File: src/rtl/loop_pkg.sv
// Shared definitions for the counted-loop sequencer: default index width and FSM state encoding.
package loop_pkg;

    localparam int LOOP_W = 4;

    typedef enum logic [1:0] {
        IDLE   = 2'd0,
        INIT   = 2'd1,
        ISSUE  = 2'd2,
        FINISH = 2'd3
    } loop_state_e;

endpackage

File: src/rtl/loop_ctrl.sv
// Counted-loop sequencer: captures a trip count, hands out indices 0..bound-1 over a
// valid/ready handshake, then pulses done for one cycle.
module loop_ctrl
    import loop_pkg::*;
#(
    parameter int W = LOOP_W
) (
    input  logic         clk,
    input  logic         reset,
    input  logic         start,
    input  logic [W-1:0] bound,
    output logic         busy,
    output logic         iter_valid,
    input  logic         iter_ready,
    output logic [W-1:0] iter_idx,
    output logic         done
);

    loop_state_e  state;
    logic [W-1:0] bound_q;
    logic         last_idx;

    // Compare against bound_q-1 rather than incrementing past it, so the index never wraps.
    assign last_idx = (iter_idx == W'(bound_q - W'(1)));

    always_ff @(posedge clk or posedge reset) begin
        if (reset) begin
            state      <= IDLE;
            bound_q    <= '0;
            iter_idx   <= '0;
            busy       <= 1'b0;
            iter_valid <= 1'b0;
            done       <= 1'b0;
        end else begin
            case (state)
                IDLE: begin
                    if (start) begin
                        state   <= INIT;
                        bound_q <= bound;
                        busy    <= 1'b1;
                    end
                end
                INIT: begin
                    iter_idx <= '0;
                    if (bound_q == '0) begin
                        state <= FINISH;
                        done  <= 1'b1;
                    end else begin
                        state      <= ISSUE;
                        iter_valid <= 1'b1;
                    end
                end
                ISSUE: begin
                    if (iter_ready) begin
                        if (last_idx) begin
                            state      <= FINISH;
                            iter_valid <= 1'b0;
                            done       <= 1'b1;
                        end else begin
                            iter_idx <= iter_idx + W'(1);
                        end
                    end
                end
                FINISH: begin
                    // start is deliberately not looked at here; a new run needs an IDLE cycle.
                    state <= IDLE;
                    done  <= 1'b0;
                    busy  <= 1'b0;
                end
                default: begin
                    state      <= IDLE;
                    busy       <= 1'b0;
                    iter_valid <= 1'b0;
                    done       <= 1'b0;
                end
            endcase
        end
    end

endmodule

File: config.mk
export PLATFORM = sky130hd
export DESIGN_NAME = loop_ctrl
export DESIGN_NICKNAME = d
export VERILOG_FILES = /design/src/rtl/loop_pkg.sv /design/src/rtl/loop_ctrl.sv
export SDC_FILE = /design/constraint.sdc
export NUM_CORES = 1
export LEC_CHECK = 0
export BUFFER_PORTS_ARGS = -buffer_cell sky130_fd_sc_hd__buf_2
export CAP_MARGIN = 5
export CORE_MARGIN = 10
export CORE_UTILIZATION = 57
export CTS_CLUSTER_DIAMETER = 50
export DETAILED_ROUTE_END_ITERATION = 8
export PLACE_DENSITY = 0.9
export REMOVE_ABC_BUFFERS = 1
export SETUP_SLACK_MARGIN = 0.2
export SYNTH_ARGS = -nofsm -noshare
export SYNTH_HDL_FRONTEND = slang
export SYNTH_SLANG_ARGS = --single-unit
File: constraint.sdc
create_clock -name clk -period 3 [get_ports clk]
set_input_delay 0.3 -clock clk [delete_from_list [all_inputs] [get_ports clk]]
set_output_delay 0.3 -clock clk [all_outputs]
set_load 0.1 [all_outputs]
* Yosys cells after proc, flatten, opt, wreduce, memory -nomap -nowiden
Cells that the tools add are included.
Storage, ports and cells: logic and storage cells 47, bits in registers 13
Cells by class: add/subtract/negate cells 2, reductions and logical operators 11, multiplexer cells 18, equal/unequal tests 10
Operators with widths (number):
- $ne A2 B2 Y1 const B | 6
- $mux W1 | 8
- $mux W4 | 2
- $pmux W2 S4 | 1
- $pmux W4 S2 | 1
- $reduce_and A4 Y1 | 2
- $mux W2 | 3
- $reduce_and A3 Y1 | 2
- $add A4 B1 Y4 const B | 1
- $eq A2 B2 Y1 const B | 2
- $eq A4 B4 Y1 | 1
- $logic_not A4 Y1 | 1
- $pmux W1 S2 | 2
- $reduce_and A2 Y1 | 2
- $reduce_bool A2 Y1 | 2
- $sub A4 B1 Y4 const B | 1
- $pmux W1 S3 | 1
- $reduce_bool A3 Y1 | 1
- $eq A2 B1 Y1 const B | 1
- $logic_not A2 Y1 | 1

* Logic depth before layout (Yosys ltp)
Gate-level depths: netlist of run 1.
word-level depth 5, mapped depth 7, gate-level depth less buffers 7

* Worst setup path before layout of run 1
OpenSTA, ideal clock, no wires.
path type register to register, start register iter_idx[2], end register state[1], required time 2875 ps, data arrival time 2042 ps, stages on the path, launching flop included 6, setup time 125 ps, path slack 833 ps, path through dfrtp_1 xnor3_1 nand3_2 o31ai_4 nand2_2 mux2_4
On the way: longest elaborated chain between the ends 3
Ends and longest elaborated chain:
- start, declared | line loop_ctrl.sv:15 | output logic [W-1:0] iter_idx,
- start signal, assigned | line loop_ctrl.sv:60 | iter_idx <= iter_idx + W'(1);
- $eq A4 B4 Y1 | line loop_ctrl.sv:24 | assign last_idx = (iter_idx == W'(bound_q - W'(1)));
- $ne A2 B2 Y1 (no line)
- $reduce_and A3 Y1 (no line)
- end signal, assigned | line loop_ctrl.sv:28 | state <= IDLE;
- end signal, assigned | line loop_ctrl.sv:38 | state <= INIT;
- end signal, assigned | line loop_ctrl.sv:46 | state <= FINISH;
- end, declared | line loop_ctrl.sv:19 | loop_state_e state;
Every way passes these cells. A chain may end at the register's enable or synchronous reset.

* Worst setup path after layout of run 1
start register bound_q[0], end register state[1]
On the way: longest elaborated chain between the ends 4
Ends and longest elaborated chain:
- start, declared | line loop_ctrl.sv:20 | logic [W-1:0] bound_q;
- start signal, assigned | line loop_ctrl.sv:39 | bound_q <= bound;
- $sub A4 B1 Y4 | line loop_ctrl.sv:24
- $eq A4 B4 Y1 | line loop_ctrl.sv:24
- $ne A2 B2 Y1 (no line)
- $reduce_and A3 Y1 (no line)
Every way passes these cells.

==> impl_metrics.yaml, run 1 <==
setup_path:
  rr_startpoint: "bound_q[0]"
  rrSetupSlack_ps: 1150
  cp-start-kind: "flop"
  required_ps: 3170
  end_kind: "flop"
  max_stage_delay_ps: 410
  crit_type: "flop to flop"
  reg2regPathDepth: 7
  critPathMaxFanout: 5
  rr_endpoint: "state[1]"
  arrival_ps: 2020
  cp_slowest_cell: "dfrtp_1"
  path_cells: "inv_1 > ha_1 > xor2_1 > nand3_2 > o31ai_4 > nand2_2 > mux2_4"
clock_tree:
  hold_buffers: 0
  clk_latency_ps: 280
  cts_setup_buffers: 0
  h-tree-depth: 1
  cts.sinks: 13
  cts_root_buffer: "clkbuf_4"
  cts_resized: 0
  numCtsBuffers: 3
  clkTransAtPathRegs_ps: 80
  cts_buffer_depth: 2
  cts_tree: "built"
final_layout:
  synthToLayoutAreaGrowth_pct: 13.2
  antenna_cells: 0
  layout-drive-gt1-share_pct: 30.2
  final_nets: 111
  multi_input_area_um2: 474
  fillers: 94
  seq_area_um2: 325
global_routing:
  grt_remaining_overflow: 0
  grt_max_degree: 14
  antenna_found_initial: 0
  grt_pass1_vias: 716
  grt_usage_pct: 11.1
  grt_first_pass_wirelength_mm: 2.92
sta:
  rsz0062_at_grt: "false"
  tns_ps: 0
  finalHoldViolCount: 0
  timing.final.crit_share_pct: 61.7
  fin_crit_ps: 1850
  fin_ws_ps: 1150
  slew_headroom_pct: 67.5
  clock_skew_ps: 1.31
  worst_pin_slew_ps: 488
  setup_violations: 0
  slew_viol_final: 0
  fmax_ghz: 0.540
synth:
  synth_cell_types: 29
  yosys-top-cells-area: "dfrtp_1 39%, ha_1 8.9%, mux2_2 6.7%, inv_1 4.5%, xnor2_2 3.9%"
  synthTopCellsByCount: "13 x dfrtp_1, 10 x inv_1, 6 x ha_1"
  synth_area_um2: 841
  synth_edf_count: 0
  synth_top_area_share_pct: 38.7
  synth_top_area_cell: "dfrtp_1"
  yosysSeqAreaShare_pct: 38.7
  yosysMostFrequentCell: "dfrtp_1"
  ys_seq_elements: 13
  netlist_instances: 79
  syn_avg_cell_area_um2: 10.6
  synth_ff_type: "dfrtp_1"
  yosys_warnings: 0
  async_flop_share_pct: 100
pwr:
  powerDensity_nw_per_um2: 1180
  p_leak_nw: 0.472
  peakVddDrop_mv: 0.730
place:
  dp_hpwl_mm: 1.33
  buffer_ports.inserted: 14
  gp_congestion: 0.841
  dpl_worst_slack_ps: 1150
die:
  start_util_pct: 62.3
  die_area_um2: 3410
  die_h_um: 58.4
  die_x_um: 58.4
  row_count: 13
  num_io_pins: 15
  core_area_um2: 1350
route:
  drt_pass1_iterations: 4
  routedWlPerCell_um: 15.2
  vias: 631
  drtAntennaViolNets: 0
  drc: 0
  first_iter_violations: 14
  drt_wl_total_mm: 1.69
  routed_via_density: 5.68
run:
  drv_cap: 0
run_status:
  status: "complete, no violations"
worst_hold_path:
  min_path_type: "input pin to async pin"
## metal layers
layer | wire [um] | global-route usage (%)
met5 | 0 | 0
met4 | 47 | 7.05
met3 | 138 | 5.36
met2 | 764 | 16.7
met1 | 739 | 12.1
## kinds of logic after synthesis
group | after synthesis | share of synthesized area, %
adder cells (fa/ha/maj) | 6 | 8.93
flip-flops | 13 | 38.7
XOR/XNOR | 6 | 9.67
AND/OR/NAND/NOR | 18 | 11.9
AO/OA/AOI/OAI | 17 | 15.0
multiplexers | 8 | 10.9
buffers and inverters | 11 | 4.91
## report_power, final
part	switching [mW]	internal, mW	leakage (nW)	total [mW]
registers	0.0752	0.243	0.159	0.318
clock network	0.0601	0.0517	0.0150	0.112
logic	0.438	0.257	0.299	0.695
total	0.573	0.552	0.472	1.12
## how the worst max path moves through the flow
stage	depth (start not counted)	endpoint	startpoint
after CTS	7	state[1]	bound_q[0]
after floorplan	5	state[1]	iter_idx[2]
after global placement	7	state[1]	bound_q[0]
final	7	state[1]	bound_q[0]
after detailed placement	7	state[1]	bound_q[0]
after global routing	7	state[1]	bound_q[0]
## metrics by stage
stage / total power [mW] / area (um2) / hold slack [ps] / cells / util [%]
final: 1.12 / 952 / 22.8 / 111 / 70.5
after global routing: 1.22 / 952 / 53.7 / 111 / 70.5
after CTS: 1.13 / 952 / 47.4 / 111 / 70.5
after detailed placement: 1.02 / 926 / 355 / 107 / 68.6
after global placement: 0.991 / 926 / 341 / 107 / 68.6
after floorplan: 0.900 / 837 / 177 / 78 / -
## final cells by class
| type | instances | share of cell area [%] |
|---|---|---|
| multi-input cells | 55 | 49.8 |
| flip-flops and latches | 13 | 34.2 |
| repair buffers | 14 | 7.36 |
| inverters | 10 | 3.94 |
| clock buffers | 4 | 2.76 |
| well taps | 15 | 1.97 |
## flip-flops by register name (all words and copies together) (netlist names)
name and flops:
done 1, iter_idx 4, bound_q 4, busy 1, iter_valid 1, state 2
## critical path, delay by kind of cell, from the launching register on
family                   cells  cell delay, ps
AND/OR/NAND/NOR              2             240
XOR/XNOR                     1             160
AO/OA/AOI/OAI                1             260
multiplexers                 1             300
adder cells (fa/ha/maj)      1             300
buffers and inverters        1              60
flip-flops                   1             410
## layout by cell type, fill, tap and decap left out, types with 2 or more instances in the layout
master | synthesis | routed
ha_1 | 6 | 6
clkbuf_4 | 0 | 3
nand3_1 | 3 | 3
nand2b_1 | 2 | 2
xnor2_2 | 2 | 2
xor2_1 | 2 | 2
o22ai_1 | 2 | 2
o211ai_1 | 3 | 3
o21ai_0 | 2 | 2
mux2_2 | 5 | 5
buf_2 | 0 | 14
dfrtp_1 | 13 | 13
nor2_1 | 5 | 5
a21oi_1 | 5 | 5
nand2_1 | 3 | 3
mux2i_1 | 2 | 2
inv_1 | 10 | 10
Note: power is estimated with default switching activity, not from simulation.
==> inputs of run 2 (changes only) <==
--- a/config.mk
+++ b/config.mk
@@ -8,10 +8,10 @@
 export BUFFER_PORTS_ARGS = -buffer_cell sky130_fd_sc_hd__buf_2
 export CAP_MARGIN = 5
 export CORE_MARGIN = 10
-export CORE_UTILIZATION = 57
+export CORE_UTILIZATION = 53
 export CTS_CLUSTER_DIAMETER = 50
 export DETAILED_ROUTE_END_ITERATION = 8
-export PLACE_DENSITY = 0.9
+export PLACE_DENSITY = 0.85
 export REMOVE_ABC_BUFFERS = 1
 export SETUP_SLACK_MARGIN = 0.2
 export SYNTH_ARGS = -nofsm -noshare
==> constraint.sdc (replaced) <==
create_clock -name clk -period 1.8 [get_ports clk]
set_input_delay 0.18 -clock clk [delete_from_list [all_inputs] [get_ports clk]]
set_output_delay 0.18 -clock clk [all_outputs]
set_load 0.1 [all_outputs]
==> impl_metrics.yaml, run 2 (same netlist as run 1, synthesis figures left out) <==
sta:
  clock_skew_ps: 4.19
  slew_viol_final: 0
  worst_pin_slew_ps: 535
  fin_crit_ps: 1740
  slew_headroom_pct: 64.3
  fmax_ghz: 0.574
  rsz0062_at_grt: "true"
  timing.final.crit_share_pct: 96.7
  setup_violations: 0
  finalHoldViolCount: 0
clock_tree:
  clk_latency_ps: 280
  cts.sinks: 13
  clkTransAtPathRegs_ps: 80
  cts_buffer_depth: 2
  cts_root_buffer: "clkbuf_4"
  h-tree-depth: 1
  numCtsBuffers: 3
  cts_tree: "built"
pwr:
  peakVddDrop_mv: 1.25
  total_power_mw: 2.12
  powerDensity_nw_per_um2: 2030
  p_leak_nw: 0.506
setup_path:
  path_cells: "inv_2 > ha_4 > xor2_2 > nand3_2 > o31ai_4 > nand2_2 > mux2_4"
  required_ps: 1970
  rrSetupSlack_ps: 60
  rr_startpoint: "bound_q[1]"
  crit_type: "flop to flop"
  cp-start-kind: "flop"
  rr_endpoint: "state[1]"
  critPathMaxFanout: 4
  max_stage_delay_ps: 370
  critPathLaunch: "bound_q[1]"
  end_kind: "flop"
  cp_slowest_cell: "dfrtp_1"
  reg2regPathDepth: 7
  arrival_ps: 1910
route:
  routedWlPerCell_um: 15.8
  drt_wl_total_mm: 1.88
  first_iter_violations: 5
  routed_via_density: 5.50
  drc: 0
  drtAntennaViolNets: 0
  drt_pass1_iterations: 4
  vias: 654
worst_hold_path:
  min_delay_path_depth: 2
  hold_end: "bound_q[0]"
  min_path_type: "input pin to flop"
  worstHoldStart: "bound[0]"
place:
  buffer_ports.inserted: 14
  gp_congestion: 0.738
  dp_hpwl_mm: 1.34
final_layout:
  layout-drive-gt1-share_pct: 40.8
  reg.largest.list: "bound_q x4, iter_idx x4, state x2"
  final_common_cell: "buf_2"
  final_util_pct: 69.1
  synthToLayoutAreaGrowth_pct: 23.8
  fillers: 116
  seq_area_um2: 325
  multi_input_area_um2: 503
  antenna_cells: 0
  final_nets: 118
  layout_common_cells: "14 x buf_2, 13 x dfrtp_1, 8 x inv_1"
global_routing:
  grt_pass1_vias: 685
  grt_max_degree: 14
  grt_first_pass_wirelength_mm: 3.07
  grt_usage_pct: 11.2
  grt_remaining_overflow: 0
  antenna_found_initial: 0
die:
  num_io_pins: 15
  start_util_pct: 55.8
  row_count: 14
  die_area_um2: 3580
  core_area_um2: 1510
  die_x_um: 59.8
  die_h_um: 59.8
run:
  drv_cap: 0
run_status:
  status: "complete, no violations"
[run 2: changes by cell type in the layout (fill, tap and decap cells not counted), sizes merged]
cell / change
dlygate4sd3: +1
buf: +6
[run 2: how the worst max path moves through the flow]
stage | end | slack (ps) | cells past startpoint
final | state[1] | 60 | 7
after global routing | iter_idx[1] | -30 | 8
after CTS | state[1] | 60 | 7
after detailed placement | state[1] | 10 | 7
after global placement | state[1] | 60 | 7
after floorplan | state[1] | -370 | 5
[run 2: critical path: cells and delay by family, from the launching register on]
kind	cells	cell delay (ps)
compound gates	1	250
simple gates	2	230
flops	1	370
mux	1	300
fa+ha+maj	1	270
buf+inv	1	50
xor+xnor	1	170
[run 2: where the power goes]
part,internal [mW],switching (mW)
registers,0.405,0.114
clock network,0.0861,0.100
logic,0.577,0.834
total,1.07,1.05
[run 2: layout make-up]
class                   instances  share of cell area, %
clock buffers                   4                   2.52
well taps                      16                   1.92
multi-input cells              55                   48.3
inverters                      10                   3.61
flip-flops and latches         13                   31.2
repair buffers                 21                   12.4
[run 2: routing by layer]
metal	routed length [um]	GRT usage, %	vias up
met3	91	3.39	4
met5	0	0	-
met2	932	17.4	14
met4	43	5.13	0
li1	-	-	320
met1	813	13.8	316
[run 2: repair_timing]
item                                   in CTS  in global routing
endpoints found under the hold margin      13                  0
setup endpoints to repair                   6                  8
setup buffers                               4                  0
pin swaps                                   5                  4
gates cloned                                0                  0
resized for setup                           6                  3
hold buffers                                1                  0
[run 2: through the flow]
stage	area (um2)	hold WS, ps	cells	worst slack, ps	setup TNS (ps)
2_1_floorplan	837	57.0	78	-367	-2040
3_3_place_gp	942	224	110	58.8	0
3_5_place_dp	942	240	110	11.3	0
4_1_cts	1030	121	119	57.8	0
5_1_grt	1040	118	119	-28.9	-50.0
6_report	1040	125	119	58.8	0
==> inputs of run 3 (changes only) <==
--- a/config.mk
+++ b/config.mk
@@ -8,10 +8,10 @@
 export BUFFER_PORTS_ARGS = -buffer_cell sky130_fd_sc_hd__buf_2
 export CAP_MARGIN = 5
 export CORE_MARGIN = 10
-export CORE_UTILIZATION = 53
+export CORE_UTILIZATION = 48
 export CTS_CLUSTER_DIAMETER = 50
 export DETAILED_ROUTE_END_ITERATION = 8
-export PLACE_DENSITY = 0.85
+export PLACE_DENSITY = 0.82
 export REMOVE_ABC_BUFFERS = 1
 export SETUP_SLACK_MARGIN = 0.2
 export SYNTH_ARGS = -nofsm -noshare
==> constraint.sdc (replaced) <==
create_clock -name clk -period 1.6 [get_ports clk]
set_input_delay 0.16 -clock clk [delete_from_list [all_inputs] [get_ports clk]]
set_output_delay 0.16 -clock clk [all_outputs]
set_load 0.1 [all_outputs]
==> impl_metrics.yaml, run 3 (same netlist as run 1, synthesis figures left out) <==
die:
  die_h_um: 61.9
  die_area_um2: 3830
  start_util_pct: 49.8
  row_count: 15
  num_io_pins: 15
  die_x_um: 61.9
  core_area_um2: 1690
clock_tree:
  h-tree-depth: 1
  clkTransAtPathRegs_ps: 80
  numCtsBuffers: 3
  cts_root_buffer: "clkbuf_4"
  cts.sinks: 13
  cts_tree: "built"
  cts_buffer_depth: 2
  clk_latency_ps: 280
sta:
  slew_headroom_pct: 65.6
  finalHoldViolCount: 0
  setup_violations: 8
  whs_ps: 114
  slew_viol_final: 0
  fin_crit_ps: 1710
  fin_ws_ps: -106
  clock_skew_ps: 3.69
  worst_pin_slew_ps: 516
  rsz0062_at_grt: "true"
  timing.final.crit_share_pct: 107
  fmax_ghz: 0.586
run_status:
  status: "finished, violations left"
  violations: "negative setup slack"
setup_path:
  max_stage_delay_ps: 400
  end_kind: "flop"
  path_cells: "inv_2 > ha_4 > xnor3_1 > nand3_2 > buf_6 > buf_4 > nor2_4 > a32o_1 > a21o_1"
  cp_slowest_cell: "dfrtp_1"
  crit_type: "flop to flop"
  critPathMaxFanout: 4
  required_ps: 1780
  cp-start-kind: "flop"
  arrival_ps: 1880
place:
  buffer_ports.inserted: 14
  gp_congestion: 0.830
  dp_hpwl_mm: 1.40
  dpl_cell_area_um2: 1030
final_layout:
  final_util_pct: 67.7
  fin_area_um2: 1140
  layout-drive-gt1-share_pct: 48.2
  final_common_cell: "buf_4"
  layout_common_cells: "17 x buf_4, 13 x dfrtp_1, 12 x buf_2"
  fillers: 122
  antenna_cells: 0
  reg.largest.list: "bound_q x4, iter_idx x4, state x2"
  synthToLayoutAreaGrowth_pct: 36.0
  final_nets: 129
global_routing:
  grt_first_pass_wirelength_mm: 3.15
  grt_remaining_overflow: 0
  grt_usage_pct: 10.9
  antenna_found_initial: 0
  grt_max_degree: 14
  grt_pass1_vias: 740
route:
  first_iter_violations: 20
  routed_via_density: 5.44
  drt_wl_total_mm: 1.92
  drc: 0
  vias: 713
  routedWlPerCell_um: 14.7
  drtAntennaViolNets: 0
  drt_pass1_iterations: 4
pwr:
  p_leak_nw: 0.559
  total_power_mw: 2.60
  powerDensity_nw_per_um2: 2270
  peakVddDrop_mv: 1.56
worst_hold_path:
  min_path_type: "input pin to flop"
run:
  drv_cap: 0
[run 3: where the power goes]
group	internal, mW	switching (mW)	leakage [nW]	total [mW]
clock	0.0967	0.109	0.0150	0.206
combinational	0.819	1.01	0.385	1.83
sequential	0.456	0.107	0.159	0.563
[run 3: path summary, 6_finish.rpt]
kind / start / endpoint / slack [ps] / cells past startpoint
min reg2reg: done / done / 510 / 1
max in group asynchronous: reset / iter_idx[0] / 810 / 3
max: bound_q[0] / done / -110 / 9
min: bound[2] / bound_q[2] / 110 / 2
max reg2reg: bound_q[0] / done / -110 / 9
min in group asynchronous: reset / state[1] / 440 / 3
[run 3: final cells by class]
| class | count | area [um2] | area share (%) |
|---|---|---|---|
| multi-input combinational | 55 | 517 | 45.2 |
| sequential | 13 | 325 | 28.4 |
| timing repair buffer | 32 | 216 | 18.9 |
| inverter | 10 | 37.5 | 3.28 |
| clock buffer | 4 | 26.3 | 2.30 |
| tap | 17 | 21.3 | 1.86 |
[run 3: per-layer routing]
layer | wire length (um) | vias to the layer above | track usage, %
met2 | 934 | 16 | 18.2
met3 | 73 | 2 | 3.46
met1 | 892 | 349 | 12.6
met4 | 22 | 0 | 4.46
li1 | - | 346 | -
met5 | 0 | - | 0
[run 3: worst max-delay path, delay by kind of cell, from the launching register on]
| family | cells | cell delay (ps) |
|---|---|---|
| XOR/XNOR | 1 | 230 |
| adder cells (fa/ha/maj) | 1 | 130 |
| AND/OR/NAND/NOR | 2 | 170 |
| flip-flops | 1 | 400 |
| buffers and inverters | 3 | 310 |
| AO/OA/AOI/OAI | 2 | 390 |
[run 3: through the flow]
step / TNS (ps) / setup slack (ps) / std cells
after detailed placement: -716 / -153 / 122
after floorplan: -3640 / -567 / 78
final: -404 / -106 / 131
after global placement: -274 / -88.5 / 122
after global routing: -1310 / -214 / 131
after CTS: -570 / -165 / 128
[run 3: timing repair]
action | 4_1_cts | 5_1_grt
gates cloned | 0 | 0
hold endpoints to repair | 13 | 0
gates resized for setup | 7 | 7
pin swaps | 3 | 7
buffers inserted | 1 | 3
setup endpoints to repair | 10 | 13
hold buffers | 1 | 0
